## config.mk

```make
export PLATFORM = sky130hd
export DESIGN_NAME = alu_seq
export DESIGN_NICKNAME = d
export VERILOG_FILES = /design/src/rtl/alu_seq.sv
export SDC_FILE = /design/constraint.sdc
export NUM_CORES = 1
export LEC_CHECK = 0
export ABC_AREA = 1
export BUFFER_PORTS_ARGS = -buffer_cell sky130_fd_sc_hd__buf_2
export CAP_MARGIN = 20
export CORE_MARGIN = 4
export CORE_UTILIZATION = 35
export DETAILED_ROUTE_END_ITERATION = 10
export GPL_ROUTABILITY_DRIVEN = 0
export SKIP_LAST_GASP = 1
export SYNTH_ARGS = -nofsm -noshare
export SYNTH_HDL_FRONTEND = slang
export SYNTH_SLANG_ARGS = --single-unit
```

## constraint.sdc

```tcl
create_clock -name clk -period 2.6 [get_ports clk]
set_input_delay 0.13 -clock clk [delete_from_list [all_inputs] [get_ports clk]]
set_output_delay 0.13 -clock clk [all_outputs]
set_load 0.05 [all_outputs]
```

## src/rtl/alu_seq.sv

```systemverilog
// Registered, handshaked ALU with variable shifts, signed/unsigned compare and
// an iterative shift-add multiplier. Single-cycle ops complete at the accept
// edge; MUL completes WIDTH edges after accept.
module alu_seq #(
  parameter int unsigned WIDTH = 32
) (
  input  logic             clk,
  input  logic             rst_n,
  input  logic             in_valid,
  output logic             in_ready,
  input  logic [3:0]       opcode,
  input  logic [WIDTH-1:0] operand_0,
  input  logic [WIDTH-1:0] operand_1,
  output logic             out_valid,
  input  logic             out_ready,
  output logic [WIDTH-1:0] result,
  output logic             zero,
  output logic             illegal
);

  localparam int unsigned SHAMT_W = $clog2(WIDTH);

  localparam logic [3:0] OP_ADD   = 4'b0000;
  localparam logic [3:0] OP_SUB   = 4'b0001;
  localparam logic [3:0] OP_AND   = 4'b0010;
  localparam logic [3:0] OP_OR    = 4'b0011;
  localparam logic [3:0] OP_XOR   = 4'b0100;
  localparam logic [3:0] OP_SHL   = 4'b0110;
  localparam logic [3:0] OP_SHR   = 4'b0111;
  localparam logic [3:0] OP_SRA   = 4'b1000;
  localparam logic [3:0] OP_LT    = 4'b1001;
  localparam logic [3:0] OP_LTU   = 4'b1010;
  localparam logic [3:0] OP_MUL   = 4'b1011;

  typedef enum logic [1:0] {
    IDLE     = 2'd0,
    MUL_BUSY = 2'd1,
    DONE     = 2'd2
  } state_t;

  state_t               state_q, state_d;
  logic [SHAMT_W-1:0]   count_q, count_d;
  logic [WIDTH-1:0]     acc_q, acc_d;
  logic [WIDTH-1:0]     mcand_q, mcand_d;
  logic [WIDTH-1:0]     mplier_q, mplier_d;
  logic                 out_valid_d;
  logic [WIDTH-1:0]     result_d;
  logic                 zero_d;
  logic                 illegal_d;

  logic [SHAMT_W-1:0]   shamt;
  logic [WIDTH-1:0]     alu_res;
  logic                 alu_ill;
  logic                 lt_s;
  logic                 lt_u;
  logic [WIDTH-1:0]     acc_sum;
  logic                 accept;

  // Ready while idle, or while finishing when the consumer takes the result.
  assign in_ready = rst_n && ((state_q == IDLE) || ((state_q == DONE) && out_ready));
  assign accept   = in_valid && in_ready;

  // Single-cycle result from the live request inputs.
  always_comb begin
    shamt   = operand_1[SHAMT_W-1:0];
    lt_s    = $signed(operand_0) < $signed(operand_1);
    lt_u    = operand_0 < operand_1;
    alu_res = '0;
    alu_ill = 1'b0;
    case (opcode)
      OP_ADD:  alu_res = operand_0 + operand_1;
      OP_SUB:  alu_res = operand_0 - operand_1;
      OP_AND:  alu_res = operand_0 & operand_1;
      OP_OR:   alu_res = operand_0 | operand_1;
      OP_XOR:  alu_res = operand_0 ^ operand_1;
      OP_SHL:  alu_res = operand_0 << shamt;
      OP_SHR:  alu_res = operand_0 >> shamt;
      OP_SRA:  alu_res = WIDTH'($signed(operand_0) >>> shamt);
      OP_LT:   alu_res = {{(WIDTH-1){1'b0}}, lt_s};
      OP_LTU:  alu_res = {{(WIDTH-1){1'b0}}, lt_u};
      OP_MUL:  alu_res = '0;
      default: alu_ill = 1'b1;
    endcase
  end

  // One shift-add step of the multiplier.
  assign acc_sum = acc_q + (mplier_q[0] ? mcand_q : '0);

  // Next-state and registered-output logic.
  always_comb begin
    state_d     = state_q;
    count_d     = count_q;
    acc_d       = acc_q;
    mcand_d     = mcand_q;
    mplier_d    = mplier_q;
    out_valid_d = out_valid;
    result_d    = result;
    zero_d      = zero;
    illegal_d   = illegal;
    case (state_q)
      IDLE, DONE: begin
        if ((state_q == DONE) && out_ready) begin
          state_d     = IDLE;
          out_valid_d = 1'b0;
        end
        if (accept) begin
          if (opcode == OP_MUL) begin
            state_d     = MUL_BUSY;
            out_valid_d = 1'b0;
            count_d     = '0;
            acc_d       = '0;
            mcand_d     = operand_0;
            mplier_d    = operand_1;
          end else begin
            state_d     = DONE;
            out_valid_d = 1'b1;
            result_d    = alu_res;
            zero_d      = (alu_res == '0);
            illegal_d   = alu_ill;
          end
        end
      end
      MUL_BUSY: begin
        acc_d    = acc_sum;
        mcand_d  = mcand_q << 1;
        mplier_d = mplier_q >> 1;
        count_d  = count_q + SHAMT_W'(1);
        if (count_q == SHAMT_W'(WIDTH - 1)) begin
          state_d     = DONE;
          out_valid_d = 1'b1;
          result_d    = acc_sum;
          zero_d      = (acc_sum == '0);
          illegal_d   = 1'b0;
        end
      end
      default: begin
        state_d     = IDLE;
        out_valid_d = 1'b0;
      end
    endcase
  end

  // State, multiplier datapath and output registers.
  always_ff @(posedge clk or negedge rst_n) begin
    if (!rst_n) begin
      state_q   <= IDLE;
      count_q   <= '0;
      acc_q     <= '0;
      mcand_q   <= '0;
      mplier_q  <= '0;
      out_valid <= 1'b0;
      result    <= '0;
      zero      <= 1'b0;
      illegal   <= 1'b0;
    end else begin
      state_q   <= state_d;
      count_q   <= count_d;
      acc_q     <= acc_d;
      mcand_q   <= mcand_d;
      mplier_q  <= mplier_d;
      out_valid <= out_valid_d;
      result    <= result_d;
      zero      <= zero_d;
      illegal   <= illegal_d;
    end
  end

endmodule
```

# [Word level (Yosys, flattened, before mapping)]
# Index checks and enable logic that the tools add are counted.
[word_totals] reg_bits=138 in_bits=72 output_inout_bits=36 word_cells=90
[classes] add_sub_neg=4 order_cmp=2 eq_ne=18 shift=3 n_mux=37 bitwise=3 n_reduce_logical=14
[op_table] op="2-to-1 mux 32 bit" count=10
[op_table] op="case mux 32 bit (10 select lines)" count=1
[op_table] op="case mux 32 bit (2 select lines)" count=4
[op_table] op="adder 32 bit" count=2
[op_table] op="zero test 32 bit" count=2
[op_table] op="< comparator 32 bit" count=2
[op_table] op="AND 32 bit" count=1
[op_table] op="bitwise OR 32 bit" count=1
[op_table] op="<< shifter 32 x 5 -> 32 bit" count=1
[op_table] op="right shift 32 x 5 -> 32 bit" count=1
[op_table] op=">>> shifter 32 x 5 -> 32 bit" count=1
[op_table] op="subtractor 32 bit" count=1
[op_table] op="XOR 32 bit" count=1
[op_table] op="== test 4 bit, second input constant" count=4
[op_table] op="== test 4 x 3 -> 1 bit, second input constant" count=3
[op_table] op="2-to-1 mux 1 bit" count=11
[op_table] op="2-to-1 mux 5 bit" count=2
[op_table] op="case mux 5 bit (2 select lines)" count=1
[op_table] op="OR reduction 10 bit" count=1
[op_table] op="== test 4 x 2 -> 1 bit, second input constant" count=2
[op_table] op="2-to-1 mux 2 bit" count=4
[op_table] op="!= test 2 bit, second input constant" count=4
[op_table] op="case mux 1 bit (2 select lines)" count=3
[op_table] op="adder 5 x 1 -> 5 bit, second input constant" count=1
[op_table] op="15 further kinds" count=17

# [Depth between registers and ports, before layout]
[depth] word_depth=7 ltp_mapped=26 ltp_nobuf=24

# [Worst setup path before layout]
# No wires, ideal clock.
[synth_path] kind="register -> register" startpoint="reg out_valid (netlist name)" endpoint="reg mcand_q[10]" arrival_ps=2604 required_time_ps=2459 setup_slack_ps=-145 path_stages_with_launch=10 path_buffers=3 path_cell_list="dfrtp_1 -> inv_1 -> nor2_1 -> nor2_1 -> nand3_1 -> nand2_1 -> clkbuf_1 -> buf_2 -> buf_1 -> a31oi_1"
[synth_rtl] item="end signal, assigned" line_no="159" text="mcand_q <= mcand_d;"
[synth_rtl] item="end, declared" line_no="44" text="logic [WIDTH-1:0] mcand_q, mcand_d;"

# [Worst setup path after layout]
[layout_path] startpoint="reg mplier_q[0]" endpoint="reg zero"
[layout_via] elab_chain_cells=5
[layout_lines] item="start, declared" line_no="45" text="logic [WIDTH-1:0] mplier_q, mplier_d;"
[layout_lines] item="start signal, assigned" line_no="160" text="mplier_q <= mplier_d;"
[layout_lines] item="2-to-1 mux 32 bit" line_no="87" text="assign acc_sum = acc_q + (mplier_q[0] ? mcand_q : '0);"
[layout_lines] item="adder 32 bit" line_no="87"
[layout_lines] item="zero test 32 bit" line_no="132" text="zero_d = (acc_sum == '0);"
[layout_lines] item="2-to-1 mux 1 bit" line_no="128" text="if (count_q == SHAMT_W'(WIDTH - 1)) begin"
[layout_lines] item="case mux 1 bit (2 select lines)" line_no="100" text="case (state_q)"
[layout_lines] item="end signal, assigned" line_no="163" text="zero <= zero_d;"
[layout_lines] item="end, declared" line_no="17" text="output logic zero,"
# Every way passes these cells. The select of a mux whose other input is x is not followed.
# A chain may end at the register's enable or synchronous reset.

==> results.cfg <==
[timing]
hold_violations = 0
setup_ws_ps = -146
period_minus_slack_ps = 2750
final.setup_skew_ps = 15.6
fin_setup_tns_ps = -364
max_freq_ghz = 0.364
timing.final.crit_share_pct = 106
rsz0062_at_grt = true
drv_slew = 0
holdWs_ps = 19.2
finalSetupViolCount = 5
worst_pin_slew_ps = 748
timing.slew.headroom_pct = 50.1

[drt]
wl_um = 86200
ant_nets = 0
dr.pass1.iters = 8
wire_per_inst_um = 19.6
drt_iter0_markers = 3075
post-route-drc-count = 0
vias = 23900
via_per_inst = 5.45

[pwr]
power_density_nw_per_um2 = 890
ir_drop_uv = 583
p_sw_uw = 10400
leakage_uw = 0.0130
combPwrFrac_pct = 70.2
swShare_pct = 47.9
pwr-share-seq_pct = 17.4
p_int_uw = 11300
clockPowerShare_pct = 12.4

[yosys]
synth-edff-count = 0
ys_seq_area_share_pct = 19.0
syn_avg_cell_area_um2 = 5.66
async_reset_ff_share_pct = 100
synth_flop_cell = dfrtp_1
synth-seq-cells = 137
synthDistinctLibCells = 46
yosys_warnings = 0
synthCells = 3182
synth_nets = 3390
synth.cell_area_um2 = 18000

[clock_network]
cts_made_buffers = 17
clk_pin_slew_ps = 80
cts-root-buf = clkbuf_16
cts.sinks = 137
cts_htree_levels = 4
insertion_delay_ps = 490
cts_tree = yes
clk_path_buf_depth = 2

[run_status]
outcome = complete, but fails checks
violations = setup timing

[die]
rows = 82
die_area_um2 = 55100
die_h_um = 235
core_area_um2 = 50500
die_w_um = 235
initial_core_util_pct = 35.7
io_pins = 108

[global_route]
grt_pass1_wl_um = 128000
grt_remaining_overflow = 0
grt_max_degree = 103
antenna_found_initial = 2
track_usage_pct = 29.8
grt_pass1_vias = 21600

[run]
drv_cap = 0

[finish]
area_delta_synth_final_pct = 35.1
final_core_util_pct = 48.2
finalNetCount = 3912
drive_gt1_share_pct = 22.2
fillers = 5343

[critical_path]
crit_start = mplier_q[0]$_DFFE_PN0P_
cp.arrival_ps = 3170
critPathMostFrequentCell = nand2_1
cp_max_fo = 4
worstReg2RegStart = mplier_q[0]$_DFFE_PN0P_
crit_chain = nand2_2 -> inv_2 -> ha_4 -> fa_2 -> buf_6 -> xor2_1 -> nor3_1 -> nand2_1 -> nor2_1 -> nand3_1 -> nor2_1 -> nand3_1 -> nor2_2 -> nand4_1 -> nor2_2 -> nand4_1 -> nand2_1 -> nand2_1 -> nand2_1
critPathCaptureType = flip-flop
critPathSlowestCell = dfrtp_2
slowest_delay_ps = 440
crit_path_start_kind = flip-flop
crit_required_ps = 3020
critical_path_class = reg2reg

[min_path]
hold_start = operand_1[9]
hold_class = in2reg

[placement]
port_buffers = 107
dp_hpwl_um = 69500
-- cell usage in the layout (no fill, tap or decap), types with 9 or more instances in the layout --
cell type | netlist | layout
a21oi_1 | 121 | 94
a21oi_2 | 0 | 23
a31oi_1 | 55 | 55
buf_12 | 0 | 16
buf_2 | 60 | 106
buf_4 | 4 | 506
clkbuf_16 | 0 | 17
dfrtp_1 | 137 | 136
dlygate4sd3_1 | 0 | 15
ha_1 | 133 | 111
ha_4 | 0 | 20
inv_1 | 376 | 373
inv_2 | 17 | 20
nand2_1 | 1002 | 973
nand2_2 | 2 | 29
nand3_1 | 553 | 544
nand3_2 | 1 | 9
nand4_1 | 41 | 41
nor2_1 | 298 | 278
nor2_2 | 5 | 20
nor3_1 | 31 | 29
o211ai_1 | 42 | 42
o21ai_0 | 115 | 102
o21ai_1 | 8 | 18
o21bai_1 | 12 | 12
o22ai_1 | 19 | 19
or2_2 | 11 | 10
xor2_1 | 11 | 11
-- sequential cells by signal, summed over array words and instances, names as in the netlist --
name / cells
acc_q: 32
count_q: 5
illegal: 1
mcand_q: 32
mplier_q: 32
out_valid: 1
result: 32
state_q: 1
zero: 1
-- final cells by class --
cell class,instances,area [um^2],share of cell area (%)
Clock buffer,17,425,1.75
Clock inverter,15,184,0.757
Timing Repair Buffer,647,4840,19.9
Tap cell,672,841,3.46
Inverter,395,1480,6.10
Sequential cell,137,3430,14.1
Multi-Input combinational cell,2506,13100,53.9
Antenna cell,2,5.00,0.0206
-- through the flow --
step	area, um^2	cells	worst slack [ps]	total power [uW]
2_1_floorplan	18000	3182	7.85	10600
3_3_place_gp	22800	4332	-440	16700
3_5_place_dp	22800	4332	-470	16700
4_1_cts	23900	4384	-123	20100
5_1_grt	24300	4390	-352	23100
6_report	24300	4391	-146	21600
-- cell usage after synthesis (all sizes together), types with 32 or more instances --
master     n  area share (%)
a21oi    121             3.4
a31oi     55             1.9
buf       82             2.3
clkbuf    62             1.3
dfrtp    137              19
ha       133             9.2
inv      393             8.2
nand2   1004              21
nand3    554              15
nand4     41             1.4
nor2     305             6.5
nor3      32            0.92
o211ai    42             1.8
o21ai    123             3.4
-- power by group through the flow --
stage                     Clock, uW  Combinational, uW  Sequential [uW]
after floorplan                   0               6430             4190
after global placement            0              13000             3690
after detailed placement          0              13000             3710
after CTS                      2730              13700             3710
after global routing           2800              16500             3860
final                          2690              15200             3770
-- critical path, delay by kind of cell, from the launching register on --
| family | cells | cell delay (ps) |
|---|---|---|
| AND/OR/NAND/NOR | 14 | 1390 |
| flip-flops | 1 | 440 |
| XOR/XNOR | 1 | 160 |
| adder cells (fa/ha/maj) | 2 | 500 |
| buffers and inverters | 2 | 180 |
-- timing repair --
action / in CTS / in global routing
endpoints found under the hold margin: 110 / 0
gates cloned: 0 / 1
resized for setup: 59 / 91
pin swaps: 21 / 27
endpoints found under the setup margin: 24 / 28
setup buffers: 5 / 3
hold buffers: 15 / 0
-- final timing paths --
| kind | end | slack, ps | depth (start not counted) |
|---|---|---|---|
| max | zero$_DFFE_PN0P_ | -150 | 19 |
| max in group asynchronous | mcand_q[24]$_DFFE_PN0P_ | 1110 | 4 |
| min in group asynchronous | mplier_q[7]$_DFFE_PN0P_ | 340 | 3 |
| max reg2reg | zero$_DFFE_PN0P_ | -150 | 19 |
| min reg2reg | illegal$_DFFE_PN0P_ | 510 | 2 |
| min | mplier_q[9]$_DFFE_PN0P_ | 20 | 4 |
-- kinds of logic (layout without fill, tap and decap cells) --
family	count (synthesis)	in the layout	synth area share, %
and+or+nand+nor	1963	1963	46.2
xor gates and xnor gates	17	17	0.827
DFF	137	137	19.0
buffers and inverters	539	1074	11.9
AOI/OAI and AO/OA	390	390	12.4
adders and majority gates	136	136	9.58
other	0	2	0
-- per-layer routing --
| metal | share of wire (%) | GRT usage [%] | up-vias |
|---|---|---|---|
| met2 | 40 | 42.2 | 1300 |
| met1 | 42 | 41.0 | 10900 |
| met3 | 11 | 8.11 | 271 |
| met5 | 0.031 | 0 | - |
| li1 | - | - | 11400 |
| met4 | 7.1 | 16.7 | 2 |
Note: power is estimated with default switching activity, not from simulation.
